### src/rtl/cmp_arbiter_pkg.sv
// rtl/cmp_arbiter_pkg.sv - shared types and constants for the compare arbiter
package cmp_arbiter_pkg;

    localparam int DEFAULT_WIDTH = 4;

    typedef enum logic [1:0] {
        IDLE = 2'd0,
        BUSY = 2'd1,
        HOLD = 2'd2
    } state_t;

    typedef struct packed {
        logic gt;
        logic lt;
        logic eq;
    } cmp_result_t;

endpackage

### src/rtl/cmp_unit.sv
// rtl/cmp_unit.sv - combinational unsigned magnitude compare
module cmp_unit
    import cmp_arbiter_pkg::*;
#(
    parameter int WIDTH = DEFAULT_WIDTH
) (
    input  logic [WIDTH-1:0] a,
    input  logic [WIDTH-1:0] b,
    output cmp_result_t      res
);

    always_comb begin
        res.gt = (a > b);
        res.lt = (a < b);
        res.eq = (a == b);
    end

endmodule

### src/rtl/cmp_arbiter.sv
// rtl/cmp_arbiter.sv - round-robin sharing of one comparator with a registered response
module cmp_arbiter
    import cmp_arbiter_pkg::*;
#(
    parameter int NUM_REQ = 4,
    parameter int WIDTH   = DEFAULT_WIDTH,
    parameter int ID_W    = $clog2(NUM_REQ)
) (
    input  logic                     clk,
    input  logic                     rst_n,
    input  logic [NUM_REQ-1:0]       req_valid,
    output logic [NUM_REQ-1:0]       req_ready,
    input  logic [NUM_REQ*WIDTH-1:0] req_a,
    input  logic [NUM_REQ*WIDTH-1:0] req_b,
    output logic                     rsp_valid,
    input  logic                     rsp_ready,
    output logic [ID_W-1:0]          rsp_id,
    output logic                     rsp_gt,
    output logic                     rsp_lt,
    output logic                     rsp_eq
);

    state_t            state;
    state_t            next_state;
    logic [ID_W-1:0]   last_grant;
    logic [ID_W-1:0]   winner;
    logic              any_valid;
    logic              can_accept;
    logic              xfer;
    logic [WIDTH-1:0]  sel_a;
    logic [WIDTH-1:0]  sel_b;
    cmp_result_t       cmp_res;

    // Walk downward so the requester closest after last wins the final overwrite.
    function automatic logic [ID_W-1:0] rr_pick(input logic [NUM_REQ-1:0] valid,
                                                input logic [ID_W-1:0]    last);
        logic [ID_W-1:0] pick;
        logic [ID_W-1:0] idx;
        pick = '0;
        for (int k = NUM_REQ; k >= 1; k--) begin
            idx = ID_W'((int'(last) + k) % NUM_REQ);
            if (valid[idx]) begin
                pick = idx;
            end
        end
        return pick;
    endfunction

    assign any_valid = |req_valid;
    assign winner    = rr_pick(req_valid, last_grant);

    always_comb begin
        sel_a = '0;
        sel_b = '0;
        for (int i = 0; i < NUM_REQ; i++) begin
            if (winner == ID_W'(i)) begin
                sel_a = req_a[i*WIDTH +: WIDTH];
                sel_b = req_b[i*WIDTH +: WIDTH];
            end
        end
    end

    cmp_unit #(
        .WIDTH (WIDTH)
    ) u_cmp (
        .a   (sel_a),
        .b   (sel_b),
        .res (cmp_res)
    );

    always_ff @(posedge clk) begin
        if (!rst_n) begin
            state <= IDLE;
        end else begin
            state <= next_state;
        end
    end

    always_comb begin
        next_state = state;
        case (state)
            IDLE: next_state = xfer ? BUSY : IDLE;
            BUSY, HOLD: begin
                if (!rsp_ready) begin
                    next_state = HOLD;
                end else if (xfer) begin
                    next_state = BUSY;
                end else begin
                    next_state = IDLE;
                end
            end
            default: next_state = IDLE;
        endcase
    end

    // Grant only when the response register is empty or draining this cycle.
    always_comb begin
        rsp_valid  = (state != IDLE);
        can_accept = !rsp_valid || rsp_ready;
        xfer       = rst_n && any_valid && can_accept;
        req_ready  = '0;
        if (xfer) begin
            req_ready[winner] = 1'b1;
        end
    end

    always_ff @(posedge clk) begin
        if (!rst_n) begin
            last_grant <= ID_W'(NUM_REQ - 1);
            rsp_id     <= '0;
            rsp_gt     <= 1'b0;
            rsp_lt     <= 1'b0;
            rsp_eq     <= 1'b0;
        end else if (xfer) begin
            last_grant <= winner;
            rsp_id     <= winner;
            rsp_gt     <= cmp_res.gt;
            rsp_lt     <= cmp_res.lt;
            rsp_eq     <= cmp_res.eq;
        end else if (next_state == IDLE) begin
            rsp_id     <= '0;
            rsp_gt     <= 1'b0;
            rsp_lt     <= 1'b0;
            rsp_eq     <= 1'b0;
        end
    end

endmodule

### config.mk
export PLATFORM = sky130hd
export DESIGN_NAME = cmp_arbiter
export DESIGN_NICKNAME = d
export VERILOG_FILES = /design/src/rtl/cmp_arbiter_pkg.sv /design/src/rtl/cmp_unit.sv /design/src/rtl/cmp_arbiter.sv
export SDC_FILE = /design/constraint.sdc
export NUM_CORES = 1
export LEC_CHECK = 0
export CORE_MARGIN = 8
export CORE_UTILIZATION = 37
export CTS_BUF_LIST = sky130_fd_sc_hd__clkbuf_4 sky130_fd_sc_hd__clkbuf_8 sky130_fd_sc_hd__clkbuf_16
export CTS_CLUSTER_SIZE = 25
export DETAILED_ROUTE_END_ITERATION = 10
export PLACE_DENSITY = 0.89
export SLEW_MARGIN = 20
export SYNTH_ARGS = -nofsm -noshare
export SYNTH_HDL_FRONTEND = slang
export SYNTH_SLANG_ARGS = --single-unit
### constraint.sdc
create_clock -name clk -period 3.04 [get_ports clk]
set_clock_uncertainty 0.15 [all_clocks]
set_input_delay 0.456 -clock clk [delete_from_list [all_inputs] [get_ports clk]]
set_output_delay 0.456 -clock clk [all_outputs]
set_load 0.01 [all_outputs]
==> results of run 1 <==
## cells in the mapped netlist (all sizes together) (2+ instances only)
cell type,number,share of area
ha,6,0.092
inv,7,0.032
nand3,2,0.012
nand4,3,0.023
nand2,2,0.0092
a21oi,4,0.025
nor3,2,0.012
o21ai,2,0.012
buf,3,0.029
nand2b,3,0.023
o21a,3,0.028
dfxtp,9,0.22
mux2i,20,0.25
nor2,11,0.051
mux2,4,0.055
o31a,2,0.021
## layer usage
metal | track usage | wire [um] | share of wire | vias up
li1 | - | - | - | 470
met1 | 0.148 | 1170 | 0.41 | 426
met2 | 0.234 | 1470 | 0.52 | 33
met3 | 0.0341 | 168 | 0.059 | 4
met4 | 0.0598 | 35 | 0.012 | 0
met5 | 0 | 0 | 0 | -
## cell usage in the layout, fill, tap and decap left out, types with 3 or more instances in the layout
master and instances:
clkbuf_4 4, mux2i_1 19, inv_1 7, mux2_2 4, nor2_1 11, nand4_1 3, buf_4 14, dfxtp_1 9
ha_1 5, clkdlybuf4s50_1 44, dlymetal6s2s_1 3, a21oi_1 4, o21a_1 3, nand2b_1 3
## registers in the layout, indices dropped and copies added (netlist names)
signal / flops
rsp_gt: 1
state: 2
last_grant: 2
rsp_lt: 1
rsp_id: 2
rsp_eq: 1
## final cells by class
class,instances,area [sq um],area share
Tap cell,28,35.0,0.0232
Multi-Input combinational cell,75,609,0.403
Timing Repair Buffer,64,632,0.418
Clock buffer,4,30.0,0.0199
Sequential cell,9,180,0.119
Inverter,7,26.3,0.0174
## worst max-delay path by stage
| stage | to | start | slack (ps) |
|---|---|---|---|
| after floorplan | rsp_gt | req_valid[0] | 340 |
| after detailed placement | rsp_gt | req_valid[1] | -240 |
| after global placement | rsp_gt | req_valid[0] | -150 |
| final | rsp_gt | req_valid[0] | 70 |
| after global routing | rsp_gt | req_valid[0] | -40 |
| after CTS | req_ready[2] | req_valid[1] | 5 |
## worst max-delay path: stages
cell and delay, ps:
clkdlybuf4s50_1 480, inv_1 40, a22o_1 250, a211oi_4 270, buf_12 160, buf_12 130, mux2i_1 80, mux2_2 270
ha_1 290, o21a_1 110, o21a_1 190, o21ai_1 130, o21ai_1 70
## repair_timing
action	CTS	global route
pin swaps	0	3
setup buffers	0	0
gates resized for setup	1	8
endpoints found under the setup margin	1	5
## metrics by stage
stage	utilization	hold WS, ps	cells	total power [uW]
2_1_floorplan	-	316	95	352
3_3_place_gp	0.677	314	183	523
3_5_place_dp	0.677	327	183	537
4_1_cts	0.691	344	187	638
5_1_grt	0.704	361	187	698
6_report	0.704	338	187	649
## logic make-up after synthesis
logic type,after synthesis
fa+ha+maj,6
mux,24
compound gates,18
flops,9
simple gates,27
buf+inv,11
## power by group through the flow
stage,Sequential [uW],Clock [uW],Combinational [uW]
final,153,98.8,397
after global routing,154,109,435
after CTS,152,103,383
after detailed placement,155,0,382
after global placement,154,0,369
after floorplan,155,0,197
==> impl_metrics.toml, run 1 <==
[sta]
worst_slew_pin_slew_ps = 618
rsz0062_at_grt = "yes"
max_freq_mhz = 337
period_needed_ps = 2970
final-setup-viol-count = 0
fin_ws_ps = 69.4
layout_worst_path_cycle_share = 0.977
tns_ps = 0
hold_viol = 0
slew_violations = 0
slew-limit-headroom = 0.587

[critical_path]
setup.worst_path.start_class = "input port"
r2r_start = "last_grant[0]"
cp_max_fo = 8
end_kind = "flip-flop"
worstPathArrival_ps = 2960
required_ps = 3030
rr_worst_depth = 12
r2r_slack_ps = 400
critical_path_class = "input port to flip-flop"
reg2reg_to = "rsp_gt"

[cts]
cts_hold_buf = 0
cts-root-buf = "clkbuf_4"
cts_tree = "yes"
clk_path_buf_depth = 2
clk_pin_slew_ps = 60
htree_levels = 1
numCtsBuffers = 3
clock_sinks = 9
clk_latency_ps = 250

[placement]
routabilityCongestion = 0.790
placedInstanceArea_sq_mm = 0.00146
pre_cts_ws_ps = -238
hpwl_um = 2350
port_buffers = 48

[yosys]
ys_warn_count = 0
postSynthAreaPerCell_sq_um = 8.59
syn-instance-count = 95
yosysSeqAreaShare = 0.221
synth_seq_cells = 9
synth-edff-count = 0
synth.cell_area_sq_um = 816
yosysUniqueCellTypes = 30
synth-adder-area-share = 0.0920
synth_ff_type = "dfxtp_1"
yosys.area_share.simple = 0.163
synth_compound_gate_area_share = 0.156
synth_xor_area_frac = 0
yosys-mux-area-fraction = 0.301
synth_top_family_by_area = "multiplexers"
synth_fp_nets = 140
async_reset_ff_frac = 0

[global_route]
grt_pass1_wl_um = 4420
globalRouteTotalUtil = 0.134
grt_pass1_vias = 974
grt-ovfl-total = 0
antenna_found_initial = 0
grt_max_degree = 10

[pwr]
p_leak_uw = 0.000728
internal_power_uw = 435
powerDensity_mw_per_mm2 = 429
netSwitchingPower_uw = 214
peakVddDrop_uv = 316
clkPwrFrac = 0.152
comb_power_share = 0.613
switching_share = 0.330
power_frac_seq = 0.235

[worst_hold_path]
min_to = "rsp_gt"
holdCritStartpoint = "rsp_gt"
hold_class = "flip-flop to flip-flop"
holdPathStages = 2

[drt]
vias = 933
wl_per_cell_um = 15.2
first_pass_iters = 4
post-route-drc-count = 0
drtIter0Drc = 45
antenna_left = 0
routed_wl_um = 2840
viasPerCell = 4.99

[cells_and_area]
drive_gt1_frac = 0.182
fin_area_sq_mm = 0.00151
fillers = 149
area_growth_pct = 85.4
nets = 205
diodes = 0

[floorplan]
row_count = 17
ios = 49
dieArea_sq_mm = 0.00396
core_sq_mm = 0.00215
die_h_um = 63.0
fp.dieW_um = 63.0
initial_core_util = 0.380

[job]
maxCapViolCount = 0

[run_status]
status = "finished, final reports clean"
(Power assumes the default switching activity.)
==> run 2, diff against run 1 <==
==> config.mk (replaced) <==
export PLATFORM = sky130hd
export DESIGN_NAME = cmp_arbiter
export DESIGN_NICKNAME = d
export VERILOG_FILES = /design/src/rtl/cmp_arbiter_pkg.sv /design/src/rtl/cmp_unit.sv /design/src/rtl/cmp_arbiter.sv
export SDC_FILE = /design/constraint.sdc
export NUM_CORES = 1
export LEC_CHECK = 0
export CORE_MARGIN = 5
export CORE_UTILIZATION = 37
export CTS_BUF_LIST = sky130_fd_sc_hd__clkbuf_8 sky130_fd_sc_hd__clkbuf_16
export CTS_CLUSTER_SIZE = 25
export DETAILED_ROUTE_END_ITERATION = 10
export PLACE_DENSITY = 0.89
export SLEW_MARGIN = 0
export SYNTH_ARGS = -nofsm -noshare
export SYNTH_HDL_FRONTEND = slang
export SYNTH_SLANG_ARGS = --single-unit
==> run 2 against run 1 <==
Compared with the run above: critical path depth is the same; global-route usage grew 3.5 points; sequential power hardly changed; worst setup slack better by 4.4 ps; register-to-register slack improved by 30 ps; total power up 4.3%; cell area increased by 0.83%; utilization grew 0.58 points; combinational power shrank 3%; die area is 18% lower; largest power group unchanged; highest routed layer unchanged.
==> impl_metrics.toml, run 2 (same netlist as run 1, synthesis figures left out) <==
[critical_path]
cp_max_fo = 6
r2r_start = "last_grant[0]"
critical_path_class = "input port to flip-flop"
path_delay_family = "buffers and inverters"
slowest_delay_ps = 430
required_ps = 3010
endpoint = "rsp_gt"
cp_num_cells = 13
r2r_slack_ps = 430
rr_worst_depth = 12
worstPathArrival_ps = 2930
reg2reg_to = "rsp_gt"
crit_slowest_cell = "clkdlybuf4s50_1"
critPathLaunch = "req_valid[0]"
setup.worst_path.start_class = "input port"
end_kind = "flip-flop"
crit_buf_inv = 3
crit_top_cell = "o21a_1"
worstPathCellList = "clkdlybuf4s50_1 > buf_4 > nor3_1 > a211oi_4 > buf_12 > mux2i_1 > mux2_2 > ha_4 > nor2b_1 > o21a_1 > o21a_1 > o21ai_1 > o21ai_0"

[sta]
slew_violations = 0
final-setup-viol-count = 0
worst_slew_pin_slew_ps = 672
slew-limit-headroom = 0.551
max_freq_mhz = 337
fin_ws_ps = 73.8
tns_ps = 0
rsz0062_at_grt = "yes"
hold_viol = 0
period_needed_ps = 2970
layout_worst_path_cycle_share = 0.976

[cells_and_area]
reg_top3 = "last_grant x2, rsp_id x2, state x2"
diodes = 0
fillers = 150
nets = 205
final_cell_mix = "clkdlybuf4s50_1 (43), mux2i_1 (20), buf_4 (14)"
area_growth_pct = 87.0
drive_gt1_frac = 0.170
fin_area_sq_mm = 0.00153
final_common_cell = "clkdlybuf4s50_1"

[pwr]
switching_share = 0.321
netSwitchingPower_uw = 217
powerDensity_mw_per_mm2 = 444
comb_power_share = 0.573
p_leak_uw = 0.000736
internal_power_uw = 459
peakVddDrop_uv = 350
clkPwrFrac = 0.200
power_frac_seq = 0.227

[drt]
antenna_left = 0
drtIter0Drc = 19
vias = 934
routed_wl_um = 2630
first_pass_iters = 4
viasPerCell = 4.99
wl_per_cell_um = 14.1
post-route-drc-count = 0

[global_route]
antenna_found_initial = 0
grt_max_degree = 10
grt-ovfl-total = 0
grt_pass1_vias = 997
grt_pass1_wl_um = 4380
globalRouteTotalUtil = 0.169

[cts]
cts_tree = "yes"
clk_pin_slew_ps = 50
clock_sinks = 9
numCtsBuffers = 3
htree_levels = 1
clk_path_buf_depth = 2
cts-root-buf = "clkbuf_8"
postCtsSetupRepairBufs = 0
clk_latency_ps = 230

[placement]
routabilityCongestion = 0.833
port_buffers = 48
placedInstanceArea_sq_mm = 0.00146
pre_cts_ws_ps = -263
hpwl_um = 2160

[floorplan]
initial_core_util = 0.380
row_count = 17
die_h_um = 57.0
core_sq_mm = 0.00215
dieArea_sq_mm = 0.00324
ios = 49
fp.dieW_um = 57.0

[job]
maxCapViolCount = 0

[worst_hold_path]
hold_class = "flip-flop to flip-flop"

[run_status]
status = "finished, final reports clean"
==> run 2: layout make-up <==
type / count / area (sq um) / area share
clock inverter: 1 / 3.75 / 0.00246
sequential: 9 / 180 / 0.118
clock buffer: 3 / 41.3 / 0.0271
timing repair buffer: 64 / 631 / 0.413
inverter: 7 / 26.3 / 0.0172
tap: 28 / 35.0 / 0.0230
multi-input combinational: 75 / 608 / 0.399
==> run 2: worst min path at each step <==
stage | from | to | slack, ps | cells past startpoint
detailed placement | rsp_id[1] | rsp_id[1] | 330 | 2
CTS | rsp_id[1] | rsp_id[1] | 350 | 2
floorplan | last_grant[0] | last_grant[0] | 320 | 1
global route | rsp_id[1] | rsp_id[1] | 390 | 2
finish | rsp_id[1] | rsp_id[1] | 350 | 2
global placement | rsp_id[1] | rsp_id[1] | 310 | 2
==> run 2: timing repair <==
item,4_1_cts,5_1_grt
hold endpoints to repair,0,0
hold buffers,0,0
endpoints found under the setup margin,4,4
pin swaps,1,2
resized for setup,2,6
==> run 2: worst register-to-register path, delay by kind of cell (launching register included) <==
kind,cells,cell delay [ps]
buffers and inverters,2,230
muxes,2,370
adders and majority gates,1,240
and+or+nand+nor,1,120
DFF,1,360
AOI/OAI and AO/OA,6,1040
==> run 2: layer usage <==
layer | up-vias | GRT usage | wire [um]
li1 | 468 | - | -
met1 | 425 | 0.187 | 1080
met2 | 34 | 0.290 | 1310
met3 | 7 | 0.0520 | 183
met4 | 0 | 0.0828 | 56
met5 | - | 0 | 0
==> run 2: power groups by stage <==
stage / clock network [uW] / logic [uW] / registers, uW
3_3_place_gp: 0 / 368 / 154
5_1_grt: 147 / 426 / 156
2_1_floorplan: 0 / 197 / 155
3_5_place_dp: 0 / 381 / 156
4_1_cts: 139 / 382 / 154
6_report: 136 / 387 / 154
==> run 2: metrics by stage <==
stage / total power (uW) / cells / util / hold slack (ps)
2_1_floorplan: 352 / 95 / - / 316
3_3_place_gp: 522 / 183 / 0.677 / 314
4_1_cts: 675 / 187 / 0.697 / 348
3_5_place_dp: 536 / 183 / 0.677 / 326
6_report: 677 / 187 / 0.710 / 345
5_1_grt: 730 / 187 / 0.710 / 393
==> run 3, diff against run 2 <==
--- a/config.mk
+++ b/config.mk
@@ -11,6 +11,7 @@
 export CTS_CLUSTER_SIZE = 25
 export DETAILED_ROUTE_END_ITERATION = 10
 export PLACE_DENSITY = 0.89
+export RECOVER_POWER = 50
 export SLEW_MARGIN = 0
 export SYNTH_ARGS = -nofsm -noshare
 export SYNTH_HDL_FRONTEND = slang
==> run 3 against run 2 <==
Compared with the run above: sequential power is essentially flat; register-to-register slack is essentially flat; cell count is the same; via count grew 0.11%; critical path depth is the same; non-clock buffer count is the same; largest power group unchanged; hold slack lost 2.8 ps; largest cell class unchanged; wire length is essentially flat.
==> impl_metrics.toml, run 3 (same netlist as run 1, synthesis figures left out) <==
[run_status]
status = "finished, final reports clean"

[cells_and_area]
utilization = 0.706
final_cell_mix = "clkdlybuf4s50_1 (38), mux2i_1 (20), buf_4 (14)"
reg_top3 = "last_grant x2, rsp_id x2, state x2"
nets = 205
final_common_cell = "clkdlybuf4s50_1"
diodes = 0
area_growth_pct = 86.0
drive_gt1_frac = 0.164

[drt]
drtIter0Drc = 18
vias = 935
first_pass_iters = 4
wl_per_cell_um = 14.1
antenna_left = 0
post-route-drc-count = 0
viasPerCell = 5.00
routed_wl_um = 2630

[cts]
clk_path_buf_depth = 2
clk_pin_slew_ps = 50
clock_sinks = 9
clk_latency_ps = 230
htree_levels = 1
cts_tree = "yes"
cts-root-buf = "clkbuf_8"
cts_hold_buf = 0
numCtsBuffers = 3

[worst_hold_path]
min_to = "rsp_id[1]"
holdPathStages = 2
holdCritStartpoint = "rsp_id[1]"
hold_class = "flip-flop to flip-flop"

[sta]
period_needed_ps = 2960
slew-limit-headroom = 0.553
max_freq_mhz = 338
slew_violations = 0
rsz0062_at_grt = "yes"
worst_slew_pin_slew_ps = 669
whs_ps = 343
final-setup-viol-count = 0
hold_viol = 0
layout_worst_path_cycle_share = 0.974

[critical_path]
setup.worst_path.start_class = "input port"
crit_slowest_cell = "clkdlybuf4s50_1"
critical_path_class = "input port to flip-flop"
crit_top_cell = "o21a_1"
slowest_delay_ps = 430
worstPathCellList = "clkdlybuf4s50_1 > buf_4 > nor3_1 > a211oi_4 > buf_12 > mux2i_1 > mux2_2 > ha_4 > nor2b_1 > o21a_1 > o21a_1 > o21ai_1 > o21ai_0"
required_ps = 3010
r2r_slack_ps = 430
end_kind = "flip-flop"
rr_worst_depth = 12
cp_max_fo = 6
r2r_start = "last_grant[0]"
reg2reg_to = "rsp_gt"
worstPathArrival_ps = 2930

[job]
maxCapViolCount = 0

[global_route]
globalRouteTotalUtil = 0.169
grt_pass1_vias = 997
grt-ovfl-total = 0
grt_max_degree = 10
antenna_found_initial = 0
grt_pass1_wl_um = 4380

[pwr]
powerDensity_mw_per_mm2 = 442
peakVddDrop_uv = 349
p_total_uw = 671
p_leak_uw = 0.000746

[floorplan]
fp.dieW_um = 57.0
ios = 49
dieArea_sq_mm = 0.00324
row_count = 17
initial_core_util = 0.380
die_h_um = 57.0
core_sq_mm = 0.00215

[placement]
hpwl_um = 2160
routabilityCongestion = 0.833
port_buffers = 48
==> run 3: cell types whose count changed in the layout (fill, tap and decap cells not counted), sizes merged <==
| cell | change |
|---|---|
| clkdlybuf4s50 | -5 |
| dlygate4sd3 | +5 |
==> run 3: area by class of cell <==
type	instances	area (sq um)
Timing Repair Buffer	64	631
Fill cell	152	631
Multi-Input combinational cell	75	601
Sequential cell	9	180
Clock buffer	3	41.3
Tap cell	28	35.0
Inverter	7	26.3
Clock inverter	1	3.75
==> run 3: per-layer routing <==
metal	global-route usage	wire length, um	up-vias
met1	0.187	1090	424
met5	0	0	-
met3	0.0520	183	7
li1	-	-	470
met2	0.290	1310	34
met4	0.0828	56	0
==> run 3: per-stage QoR <==
| step | setup WS, ps | setup TNS (ps) | cell area, sq um | cells |
|---|---|---|---|---|
| 2_1_floorplan | 340 | 0 | 816 | 95 |
| 3_3_place_gp | -154 | -261 | 1460 | 183 |
| 3_5_place_dp | -263 | -479 | 1460 | 183 |
| 4_1_cts | 5.62 | 0 | 1500 | 187 |
| 5_1_grt | -33.9 | -56.4 | 1520 | 187 |
| 6_report | 77.7 | 0 | 1520 | 187 |
==> run 3: critical path, delay by kind of cell <==
kind	cells	cell delay [ps]
AOI/OAI and AO/OA	5	630
adders and majority gates	1	240
buffers and inverters	3	740
muxes	2	410
and+or+nand+nor	2	450
==> run 3: power breakdown <==
group	total (uW)	switching, uW	internal, uW
Combinational	382	153	229
Clock	135	47.4	87.9
Sequential	153	15.7	138
==> run 3: worst max-delay path by stage <==
stage                       startpoint            to  slack (ps)  cells after the start
final                     req_valid[0]        rsp_gt          80                     13
after global routing      req_valid[0]        rsp_gt         -30                     13
after CTS                 req_valid[1]  req_ready[0]           6                      9
after detailed placement  req_valid[1]        rsp_gt        -260                     12
after global placement    req_valid[0]        rsp_gt        -150                     13
after floorplan           req_valid[0]        rsp_gt         340                     12
==> run 3: repair_timing <==
action	CTS	global route
gates resized for setup	2	6
endpoints found under the setup margin	4	4
cloned	0	0
setup buffers	0	0
pin swaps	1	2
==> RTL edit, RTL diff (settings of run 3) <==
Set the package constant `DEFAULT_WIDTH` to 5 (it was 4).
--- a/src/rtl/cmp_arbiter_pkg.sv
+++ b/src/rtl/cmp_arbiter_pkg.sv
@@ -3,3 +3,3 @@
 
-    localparam int DEFAULT_WIDTH = 4;
+    localparam int DEFAULT_WIDTH = 5;
 
Ports: changed (resized req_a and req_b); port bits go from 49 to 57. The function was not compared with the original's and may differ.
==> RTL edit against run 3 <==
  * Synthesized cell count increased by 12%
  * Combinational power increased by 34%
  * Wire length increased by 27%
  * Setup slack improved by 170 ps
  * Synthesized area increased by 13%
  * Cell area increased by 13%
  * Critical path depth unchanged
  * Total power increased by 20%
  * Sequential cell count unchanged
  * Largest cell class is now multi-input combinational cells
==> RTL edit: results (changes against run 3) <==
metric	value	unit	change
Tightest Hold Check Type	register to register		
Synth Net Count	160		+14%
FF-to-FF Start	last_grant[0]$_SDFFE_PN1P_		
DRT Pass-1 Iters	4		unchanged
vias per cell	5.35		+7.0%
Post-synth ARST share	0		unchanged
clock slew seen by the registers of the worst setup and hold paths	40	ps	
clk_lat worst skew	230	ps	about the same
Regs by FF count	last_grant x2, rsp_id x2, state x2		
Main synth FF type	dfxtp_1		
CTS H-tree lvls	1		unchanged
maximum root-to-sink buffer count	2		unchanged
area post-placement	0.00161	mm^2	+11%
Synth cell types	30		unchanged
status	finished, final reports clean		
CTS buffer count	3		unchanged
Place WS	-359	ps	-95.8 ps
CP max FO	5		-1
wire per inst	16.0	um	+13%
synth cell count leaders	mux2i_1, nor2_1, dfxtp_1		
VDD IR max	0.436	mV	+25%
worst rel slew slack	0.511		-0.0418
worst min-delay path startpoint	rsp_eq$_SDFFE_PN0P_		
Detail Placement HPWL	2480	um	+15%
# fillers	175		+15%
Synth area leaders	mux2i_1, dfxtp_1, ha_1		
Residual DRC	0		unchanged
Slowest-stage cell, CP	ha_1		
kind of critical path	input port to register		
clk root buf	clkbuf_8		
number of global-route vias before repair	1243		+25%
Arr. time, crit path	2750	ps	-180 ps
maximum number of pins on one net before global-route repair	12		+2
ant diodes	0		unchanged
Synth Warn #	0		unchanged
Leakage Power	0.814	nW	+9.2%
Worst Setup SP	req_valid[2]		
GPL Wtd Cong	0.821		-1.4%
first-pass GRT wire length	5310	um	+21%
initial antenna violation count	0		unchanged
Total Nets Final	235		+15%
share of post-route cells with drive strength above 1	0.172		+0.00870
DRT iter0 DRCs	76		+58
All-Layer GR Usage	0.191		+0.0225
IO Port Bufs	56		+17%
post-synthesis sequential area ratio	0.196		-0.0252
Worst path max stage delay	300	ps	-130 ps
-- RTL edit: routing by layer --
layer  share of wire  global-route usage  wire length [um]
met1            0.38               0.207              1270
met2            0.51               0.352              1730
met3           0.093              0.0583               313
met4           0.013              0.0570                45
met5               0                   0                 0
-- RTL edit: path summary, 6_finish.rpt --
check / end / slack, ps / cells after the start
worst min register to register: rsp_eq$_SDFFE_PN0P_ / 320 / 2
worst max register to register: rsp_gt$_SDFFE_PN0P_ / 300 / 12
worst min-delay path: rsp_eq$_SDFFE_PN0P_ / 320 / 2
worst max-delay path: rsp_gt$_SDFFE_PN0P_ / 250 / 13
-- RTL edit: logic make-up (layout without fill, tap and decap cells) --
family	Yosys count	count (layout)	synth area share
fa+ha+maj	7	7	0.0951
compound gates	18	18	0.129
buf+inv	9	83	0.0679
simple gates	33	33	0.179
mux	30	30	0.333
flops	9	9	0.196
-- RTL edit: area by class of cell --
class	count	area share
multi-input cells	88	0.425
repair buffers	74	0.411
flip-flops and latches	9	0.105
clock buffers	3	0.0241
well taps	30	0.0219
inverters	5	0.0109
clock inverters	1	0.00219
-- RTL edit: where the power goes --
| group | switching (W) | internal [W] | total [W] |
|---|---|---|---|
| clock network | 0.0000477 | 0.0000880 | 0.000136 |
| logic | 0.000220 | 0.000293 | 0.000513 |
| registers | 0.0000161 | 0.000140 | 0.000156 |
-- RTL edit: timing repair --
action / CTS / global route
buffers inserted: 2 / 0
pin swaps: 2 / 5
resized for setup: 9 / 9
endpoints found under the setup margin: 7 / 4
-- RTL edit: worst max-delay path, delay by kind of cell --
kind	cells	cell delay (ps)
and+or+nand+nor	2	300
adders and majority gates	1	300
muxes	2	350
buffers and inverters	2	470
AOI/OAI and AO/OA	6	890
-- RTL edit: metrics by stage --
stage | TNS (ps) | std cells | utilization | hold WS (ps)
after floorplan | 0 | 106 | - | 287
after global placement | -544 | 204 | 0.663 | 301
after detailed placement | -1180 | 204 | 0.663 | 317
after CTS | 0 | 210 | 0.694 | 325
after global routing | 0 | 210 | 0.706 | 349
final | 0 | 210 | 0.706 | 319
